### src/rtl/byte_stream_pkg.sv
// Shared definitions for the byte stream packer: byte width, the byte-order
// enum, and the helper that maps a byte index to its lane.
package byte_stream_pkg;

   localparam int BYTE_WIDTH = 8;

   typedef enum logic {
      ORDER_LE = 1'b0,
      ORDER_BE = 1'b1
   } order_e;

   // Little-endian fills lanes upward from lane 0; big-endian fills downward
   // from the top lane, so the first byte lands in the most significant lane.
   function automatic int unsigned lane_of(input int unsigned cnt,
                                           input order_e      ord,
                                           input int unsigned n);
      return (ord == ORDER_BE) ? (n - 1 - cnt) : cnt;
   endfunction

endpackage

### src/rtl/byte_stream_packer_lane_decoder.sv
// byte_lane_decoder: turns the current byte index and byte order into a
// one-hot lane enable, used both to steer the incoming byte into the
// assembly register and to build the lane-valid mask.
module byte_lane_decoder
   import byte_stream_pkg::*;
#(
   parameter int N  = 4,
   parameter int CW = (N > 1) ? $clog2(N) : 1
) (
   input  logic [CW-1:0] cnt,
   input  order_e        ord,
   output logic [N-1:0]  lane_en
);

   // Each lane compares its own index against the mapped lane number.
   for (genvar j = 0; j < N; j++) begin : g_lane
      assign lane_en[j] = (lane_of(32'(cnt), ord, N) == j);
   end

endmodule

### src/rtl/byte_stream_packer.sv
// byte_stream_packer: accepts one byte per cycle and assembles DATA_WIDTH-bit
// words, with the byte order chosen per word from big_endian_i.
// Optional feature macro: BYTE_STREAM_PACKER_KEEP_EN adds the m_keep_o
// lane-valid mask; without it partial words are only zero-filled and flagged
// by m_last_o.
module byte_stream_packer
   import byte_stream_pkg::*;
#(
   parameter int DATA_WIDTH = 32
) (
   input  logic                    clk_i,
   input  logic                    s_rst_n_i,
   input  logic                    big_endian_i,
   input  logic [7:0]              s_data_i,
   input  logic                    s_valid_i,
   input  logic                    s_last_i,
   output logic                    s_ready_o,
   output logic [DATA_WIDTH-1:0]   m_data_o,
   output logic                    m_valid_o,
   output logic                    m_last_o,
`ifdef BYTE_STREAM_PACKER_KEEP_EN
   output logic [DATA_WIDTH/8-1:0] m_keep_o,
`endif
   input  logic                    m_ready_i
);

   localparam int N  = DATA_WIDTH / BYTE_WIDTH;
   localparam int CW = (N > 1) ? $clog2(N) : 1;

   if (((DATA_WIDTH % BYTE_WIDTH) != 0) || (DATA_WIDTH < 16)) begin : g_bad_width
      $error("byte_stream_packer: DATA_WIDTH must be a multiple of 8 and at least 16");
   end

   logic [CW-1:0]         cnt;
   order_e                ord;
   order_e                cur_ord;
   logic [DATA_WIDTH-1:0] asm_q;
   logic [DATA_WIDTH-1:0] merged;
   logic [N-1:0]          lane_en;
   logic                  accept;
   logic                  complete;

   // The output register is free when empty or emptying this cycle, so a new
   // word can replace a draining one without a bubble.
   assign s_ready_o = !m_valid_o || m_ready_i;
   assign accept    = s_valid_i && s_ready_o;
   assign complete  = accept && ((cnt == CW'(N - 1)) || s_last_i);

   // The order of a word is taken from the pin on its first byte and then
   // held, so mid-word changes of big_endian_i have no effect.
   assign cur_ord = (cnt == '0) ? order_e'(big_endian_i) : ord;

   byte_lane_decoder #(
      .N  (N),
      .CW (CW)
   ) u_lane_decoder (
      .cnt     (cnt),
      .ord     (cur_ord),
      .lane_en (lane_en)
   );

   // Partial word with the incoming byte dropped into its lane.
   always_comb begin
      merged = asm_q;
      for (int j = 0; j < N; j++) begin
         if (lane_en[j]) begin
            merged[j*BYTE_WIDTH +: BYTE_WIDTH] = s_data_i;
         end
      end
   end

   // Assembly state: byte counter, latched order and partial word; cleared
   // whenever a word completes so unfilled lanes of the next word read zero.
   always_ff @(posedge clk_i) begin
      if (!s_rst_n_i) begin
         cnt   <= '0;
         ord   <= ORDER_LE;
         asm_q <= '0;
      end else if (accept) begin
         if (cnt == '0) begin
            ord <= cur_ord;
         end
         if (complete) begin
            cnt   <= '0;
            asm_q <= '0;
         end else begin
            cnt   <= cnt + CW'(1);
            asm_q <= merged;
         end
      end
   end

`ifdef BYTE_STREAM_PACKER_KEEP_EN
   logic [N-1:0] asm_keep;

   // Lane-valid mask for the word under assembly and for the output word.
   always_ff @(posedge clk_i) begin
      if (!s_rst_n_i) begin
         asm_keep <= '0;
         m_keep_o <= '0;
      end else if (accept) begin
         if (complete) begin
            asm_keep <= '0;
            m_keep_o <= asm_keep | lane_en;
         end else begin
            asm_keep <= asm_keep | lane_en;
         end
      end
   end
`endif

   // Output register: loads on a completing byte, otherwise holds until the
   // downstream handshake empties it.
   always_ff @(posedge clk_i) begin
      if (!s_rst_n_i) begin
         m_data_o  <= '0;
         m_last_o  <= 1'b0;
         m_valid_o <= 1'b0;
      end else if (complete) begin
         m_data_o  <= merged;
         m_last_o  <= s_last_i;
         m_valid_o <= 1'b1;
      end else if (m_valid_o && m_ready_i) begin
         m_valid_o <= 1'b0;
      end
   end

endmodule
### config.mk
export PLATFORM = sky130hd
export DESIGN_NAME = byte_stream_packer
export DESIGN_NICKNAME = d
export VERILOG_FILES = /design/src/rtl/byte_stream_pkg.sv /design/src/rtl/byte_stream_packer_lane_decoder.sv /design/src/rtl/byte_stream_packer.sv
export SDC_FILE = /design/constraint.sdc
export NUM_CORES = 1
export LEC_CHECK = 0
export BUFFER_PORTS_ARGS = -buffer_cell sky130_fd_sc_hd__buf_2
export CAP_MARGIN = 10
export CORE_ASPECT_RATIO = 1.1
export CORE_MARGIN = 5
export CORE_UTILIZATION = 62
export CTS_BUF_LIST = sky130_fd_sc_hd__clkbuf_4
export DETAILED_ROUTE_END_ITERATION = 8
export GPL_ROUTABILITY_DRIVEN = 0
export HOLD_SLACK_MARGIN = 0.1
export PLACE_DENSITY = 0.95
export SLEW_MARGIN = 5
export SYNTH_ARGS = -nofsm -noshare
export SYNTH_HDL_FRONTEND = slang
export SYNTH_HIERARCHICAL = 1
export SYNTH_SLANG_ARGS = --single-unit
### constraint.sdc
create_clock -name clk_i -period 7 [get_ports clk_i]
set_input_delay 1.4 -clock clk_i [delete_from_list [all_inputs] [get_ports clk_i]]
set_output_delay 1.4 -clock clk_i [all_outputs]
set_load 0.01 [all_outputs]
==> flow_metrics.tcl, run 1 <==
set metrics [dict create \
    p_sw_uw 200 \
    synthArstFlopShare_pct 0 \
    drive_gt1_share_pct 26.4 \
    grt.overflow.total 0 \
    ios 49 \
    syn-cell-area_um2 3090 \
    outcome "finished, final reports clean" \
    hold_depth 2 \
    maxCapViolCount 0 \
    path_buf_inv 3 \
    grt_pass1_wl_um 11300 \
    synth_ff_type "dfxtp_1" \
    skew_ns 0.0162 \
    synth_top_area_cell "dfxtp_1" \
    clock_path_buffers 2 \
    max_freq_mhz 265 \
    setup_viol 0 \
    vias 2526 \
    internal_power_uw 598 \
    clockPowerShare_pct 37.1 \
    crit_path_top_delay_cell "nor2b_1" \
    postCtsSetupBuffers 0 \
    antenna_found_initial 0 \
    crit_top_cell "buf_2" \
    rows 27 \
    die-area_um2 6510 \
    irDropWorstVdd_mv 0.147 \
    path_clk_slew_ns 0.09 \
    synth_cells 338 \
    cts_made_buffers 9 \
    grt_pass1_vias 2384 \
    die-height_um 84.1 \
    ys_seq_elements 69 \
    whs_endpoint "m_data_o[0]" \
    power.density_nw_per_um2 233 \
    cp_max_fo 11 \
    wl_per_cell_um 15.3 \
    crit_chain "buf_2, nor2b_1, inv_1, buf_2" \
    synth.distinct_cells 28 \
    end_kind "primary output" \
    cp_data_arrival_time_ns 2.37 \
    synth.area.top_cells "dfxtp_1, nand2_1, mux2_2" \
    worstRegToRegCells 7 \
    synth_top_cell_area_share_pct 44.6 \
    synthMostInstantiatedCell "nand2_1" \
    cts_tree "yes" \
    wl_met2_um 3120 \
    hp-class "reg -> reg" \
    critPathTopFamily "buffers and inverters" \
    p_sw_share_pct 25.1 \
    rsz0062_at_grt "false" \
    slew_violations 0 \
    clock_latency_ns 0.42 \
    power_leakage_uw 0.00154 \
    fill_cells 374 \
    holdBufCountCts 0 \
    antenna_left 0 \
    critPathKind "in -> out" \
    slowest_delay_ns 0.37 \
    htree_levels 3 \
    place_ws_ns 3.24 \
    reg2reg_slack_ns 3.90 \
    dr.pass1.iters 5 \
    hold_viol_final 0 \
    ys_seq_area_share_pct 44.6 \
    wl_met1_um 2930 \
    startpoint_type "input port" \
    grt_use_total_pct 21.2 \
    reg2reg_from "cnt[0]" \
    fin_crit_ns 3.77 \
    met3WireLength_um 438 \
    wirelength_um 6690 \
    max_slew_margin_pct 31.1 \
    place_hpwl_um 4320 \
    pwr-share-comb_pct 11.8 \
    cts.sinks 69 \
    drtIter0Drc 210 \
    crit_required_ns 5.60 \
    drt-vias-per-instance 5.78 \
    core_um2 4930 \
    r2r-end "asm_q[19]" \
    highest_layer "met4" \
    cts_resized 0 \
    fin_setup_tns_ns 0 \
    root_buffer "clkbuf_4" \
    holdCritStartpoint "m_data_o[0]" \
    fin_nets 390 \
    grt_max_degree 75 \
    start_util_pct 62.7 \
    min_period_over_period_pct 53.9 \
    seqPwrFrac_pct 51.1 \
    yosys_warnings 6 \
    syn_nets 354 \
    synth_common_cells "nand2_1, dfxtp_1, mux2i_1" \
    io_buffers 48 \
    area.growth.synth_to_final_pct 10.5 \
    synth-edff-count 0 \
    finalWorstSetupSlack_ns 3.23 \
    n_antenna_cell 0 \
    drcViolationCount 0 \
    postSynthAreaPerCell_um2 9.15 \
    die_w_um 77.4 \
    worstMarginPinSlew_ns 1.01 \
]
## logic make-up (layout without fill, tap and decap cells)
logic type      after synthesis  after routing  synth area share [%]
fa+ha+maj                     2              2                 0.809
compound gates               40             40                  8.21
buf+inv                      28             69                  5.62
simple gates                130            130                  17.1
flops                        69             69                  44.6
mux                          69             69                  23.7
## state kept, by name, indices dropped and copies added, names as in the netlist
register	count
asm_q	32
cnt	2
m_data_o	32
m_last_o	1
m_valid_o	1
ord	1
## metrics by stage
stage / hold WS, ns / cells / cell area (um^2) / power, uW / util [%]
final: 0.459 / 437 / 3420 / 798 / 69.3
after global routing: 0.485 / 437 / 3420 / 832 / 69.3
after CTS: 0.462 / 437 / 3420 / 799 / 69.3
after detailed placement: 0.449 / 421 / 3260 / 509 / 66.0
after global placement: 0.442 / 421 / 3260 / 507 / 66.0
after floorplan: 0.436 / 338 / 3090 / 490 / -
## tightest hold or removal path: cells and delay by family (launching register included)
family | cells | cell delay [ns]
flops | 1 | 0.32
simple gates | 1 | 0.05
mux | 1 | 0.05
## power by group through the flow
stage	sequential, uW	combinational [uW]	clock, uW
finish	408	94.3	296
floorplan	419	71.8	0
global placement	416	90.9	0
detailed placement	417	92.3	0
global route	410	101	321
CTS	408	93.1	298
## cells in the final DEF, fill, tap and decap left out, types with 2 or more instances in the layout
| master | synthesis | final |
|---|---|---|
| nand2_1 | 108 | 108 |
| dfxtp_1 | 69 | 69 |
| buf_2 | 6 | 48 |
| mux2i_1 | 36 | 36 |
| mux2_2 | 33 | 33 |
| o22ai_1 | 32 | 32 |
| clkbuf_4 | 0 | 12 |
| nor3_1 | 8 | 8 |
| nand4_1 | 6 | 6 |
| inv_1 | 3 | 3 |
| o21ai_0 | 2 | 2 |
| a21boi_0 | 2 | 2 |
| nand3_1 | 2 | 2 |
| ha_1 | 2 | 2 |
| bufinv_16 | 0 | 2 |
| nand2b_1 | 2 | 2 |
## per-layer routing
metal	up-vias	track usage, %
met4	0	11.1
met3	18	4.32
met2	113	31.9
met1	1146	28.4
li1	1249	-
met5	-	0
## worst max-delay path by stage
| stage | start | to | slack, ns | depth (start not counted) |
|---|---|---|---|---|
| final | m_ready_i | s_ready_o | 3.23 | 4 |
| after global routing | m_ready_i | s_ready_o | 3.15 | 4 |
| after CTS | m_ready_i | s_ready_o | 3.25 | 4 |
| after detailed placement | big_endian_i | asm_q[22] | 3.24 | 6 |
| after global placement | m_ready_i | s_ready_o | 3.26 | 4 |
| after floorplan | m_ready_i | s_ready_o | 3.74 | 4 |
## final cells by class
cell class | count | area (um^2) | area share [%]
multi-input combinational | 241 | 1540 | 45.0
sequential | 69 | 1380 | 40.4
timing repair buffer | 49 | 248 | 7.24
clock buffer | 12 | 90.1 | 2.63
clock inverter | 4 | 72.6 | 2.12
tap | 58 | 72.6 | 2.12
inverter | 4 | 15.0 | 0.439
(Power assumes the default switching activity.)
==> inputs of run 2 (changes only) <==
--- a/config.mk
+++ b/config.mk
@@ -9,12 +9,12 @@
 export CAP_MARGIN = 10
 export CORE_ASPECT_RATIO = 1.1
 export CORE_MARGIN = 5
-export CORE_UTILIZATION = 62
+export CORE_UTILIZATION = 58
 export CTS_BUF_LIST = sky130_fd_sc_hd__clkbuf_4
 export DETAILED_ROUTE_END_ITERATION = 8
 export GPL_ROUTABILITY_DRIVEN = 0
 export HOLD_SLACK_MARGIN = 0.1
-export PLACE_DENSITY = 0.95
+export PLACE_DENSITY = 0.91
 export SLEW_MARGIN = 5
 export SYNTH_ARGS = -nofsm -noshare
 export SYNTH_HDL_FRONTEND = slang
==> constraint.sdc (replaced) <==
create_clock -name clk_i -period 3.7 [get_ports clk_i]
set_input_delay 0.74 -clock clk_i [delete_from_list [all_inputs] [get_ports clk_i]]
set_output_delay 0.74 -clock clk_i [all_outputs]
set_load 0.01 [all_outputs]
==> run 2 against run 1 <==
Against the previous run:
- final area increased by 0.91%
- sequential power rose by 89%
- clock skew down 0.0036 ns
- global-route usage is 0.12 points lower
==> flow_metrics.tcl, run 2 (synthesized netlist as in run 1, its figures left out) <==
set metrics [dict create \
    hp-class "reg -> reg" \
    internal_power_uw 1050 \
    slowest_delay_ns 0.74 \
    min_period_over_period_pct 69.5 \
    skew_ns 0.0126 \
    antenna_left 0 \
    postCtsSetupBuffers 0 \
    drive_gt1_share_pct 26.8 \
    cts_tree "yes" \
    clock_latency_ns 0.41 \
    reg2reg_from "cnt[0]" \
    die-height_um 86.6 \
    critPathKind "reg -> reg" \
    hold_viol_final 0 \
    crit_top_cell "nor3_1" \
    path_clk_slew_ns 0.11 \
    fin_cells 459 \
    worstRegToRegCells 8 \
    root_buffer "clkbuf_4" \
    r2r-end "asm_q[20]" \
    reg2reg_slack_ns 1.13 \
    path_buf_inv 2 \
    final_cell_mix "nand2_1, dfxtp_1, buf_2" \
    wl_per_cell_um 15.5 \
    fin_crit_ns 2.57 \
    grt_max_degree 59 \
    rows 28 \
    cp_data_arrival_time_ns 2.83 \
    p_sw_share_pct 26.3 \
    grt.overflow.total 0 \
    die-area_um2 6900 \
    rsz0062_at_grt "false" \
    cts.sinks 69 \
    die_w_um 79.6 \
    grt_pass1_wl_um 11300 \
    grt_pass1_vias 2327 \
    power_leakage_uw 0.00154 \
    pwr-share-comb_pct 13.2 \
    startpoint_type "flop" \
    holdBufCountCts 0 \
    cp_max_fo 10 \
    wirelength_um 7100 \
    whs_endpoint "m_data_o[0]" \
    htree_levels 3 \
    drcViolationCount 0 \
    maxCapViolCount 0 \
    crit_path_top_delay_cell "nor3_1" \
    max_freq_mhz 389 \
    crit_chain "inv_1, ha_1, mux2_2, mux2i_1, buf_4, nor3_1, nor3_1, o22ai_1" \
    max_slew_margin_pct 34.1 \
    end_kind "flop" \
    drtIter0Drc 272 \
    antenna_found_initial 0 \
    irDropWorstVdd_mv 0.242 \
    core_um2 5290 \
    cts_made_buffers 9 \
    dp.cells 444 \
    place_hpwl_um 4560 \
    n_antenna_cell 0 \
    vias 2621 \
    io_buffers 48 \
    grt_use_total_pct 21.1 \
    worstMarginPinSlew_ns 0.989 \
    top_regs "asm_q x32, m_data_o x32, cnt x2" \
    fin_setup_tns_ns 0 \
    holdCritStartpoint "m_data_o[0]" \
    mostFrequentLayoutCell "nand2_1" \
    seqPwrFrac_pct 54.3 \
    hold_depth 2 \
    power.density_nw_per_um2 411 \
    area.growth.synth_to_final_pct 11.5 \
    crit_required_ns 3.96 \
    cts_resized 0 \
    outcome "finished, final reports clean" \
    clockPowerShare_pct 32.4 \
    p_sw_uw 374 \
    fin_nets 396 \
    slew_violations 0 \
    dr.pass1.iters 5 \
    drt-vias-per-instance 5.71 \
    clock_path_buffers 2 \
    ios 49 \
    crit_cells 8 \
    timing.hold.ws_ns 0.459 \
    start_util_pct 58.5 \
    critPathTopFamily "simple AND/OR/NAND/NOR gates" \
    setup_viol 0 \
]
==> run 2: cell types whose count changed in the layout (fill, tap and decap cells not counted), sizes merged <==
cell and change:
clkinv +1, buf +6, bufinv -1, clkbuf -2, clkinvlp +1
==> run 2: worst register-to-register path: stages (launching register included) <==
cell and delay (ns):
dfxtp_1 0.45, inv_1 0.09, ha_1 0.22, mux2_2 0.30, mux2i_1 0.20, buf_4 0.20
nor3_1 0.07, nor3_1 0.74, o22ai_1 0.16
==> run 2: through the flow <==
stage | power (uW) | util, % | setup slack [ns] | cell area [um^2]
3_3_place_gp | 967 | 62.8 | 1.19 | 3320
6_report | 1420 | 65.2 | 1.13 | 3450
5_1_grt | 1480 | 65.2 | 0.994 | 3450
2_1_floorplan | 928 | - | 1.44 | 3090
3_5_place_dp | 971 | 62.8 | 1.12 | 3320
4_1_cts | 1420 | 65.2 | 1.17 | 3450
==> run 2: worst max-delay path by stage <==
stage | startpoint | endpoint | slack, ns
6_report | cnt[0] | asm_q[20] | 1.13
5_1_grt | cnt[0] | asm_q[23] | 0.99
4_1_cts | cnt[0] | asm_q[22] | 1.17
3_5_place_dp | big_endian_i | asm_q[17] | 1.12
3_3_place_gp | big_endian_i | asm_q[4] | 1.19
2_1_floorplan | big_endian_i | asm_q[16] | 1.44
==> run 2: final cells by class <==
type / count / area [um^2]
fillers: 425 / 1840
multi-input cells: 241 / 1540
flip-flops and latches: 69 / 1380
repair buffers: 55 / 293
well taps: 75 / 93.8
clock buffers: 10 / 75.1
clock inverters: 5 / 52.6
inverters: 4 / 15.0
==> run 2: power by group through the flow <==
| stage | logic [uW] | clock network (uW) | registers [uW] |
|---|---|---|---|
| after floorplan | 136 | 0 | 792 |
| after global placement | 180 | 0 | 787 |
| after detailed placement | 183 | 0 | 788 |
| after CTS | 185 | 466 | 771 |
| after global routing | 202 | 506 | 774 |
| final | 188 | 460 | 771 |
==> run 2: metal layers <==
layer	global-route usage [%]	wire length (um)
met5	0	0
met4	9.38	172
met3	5.41	481
met2	33.7	3430
met1	26.7	3020
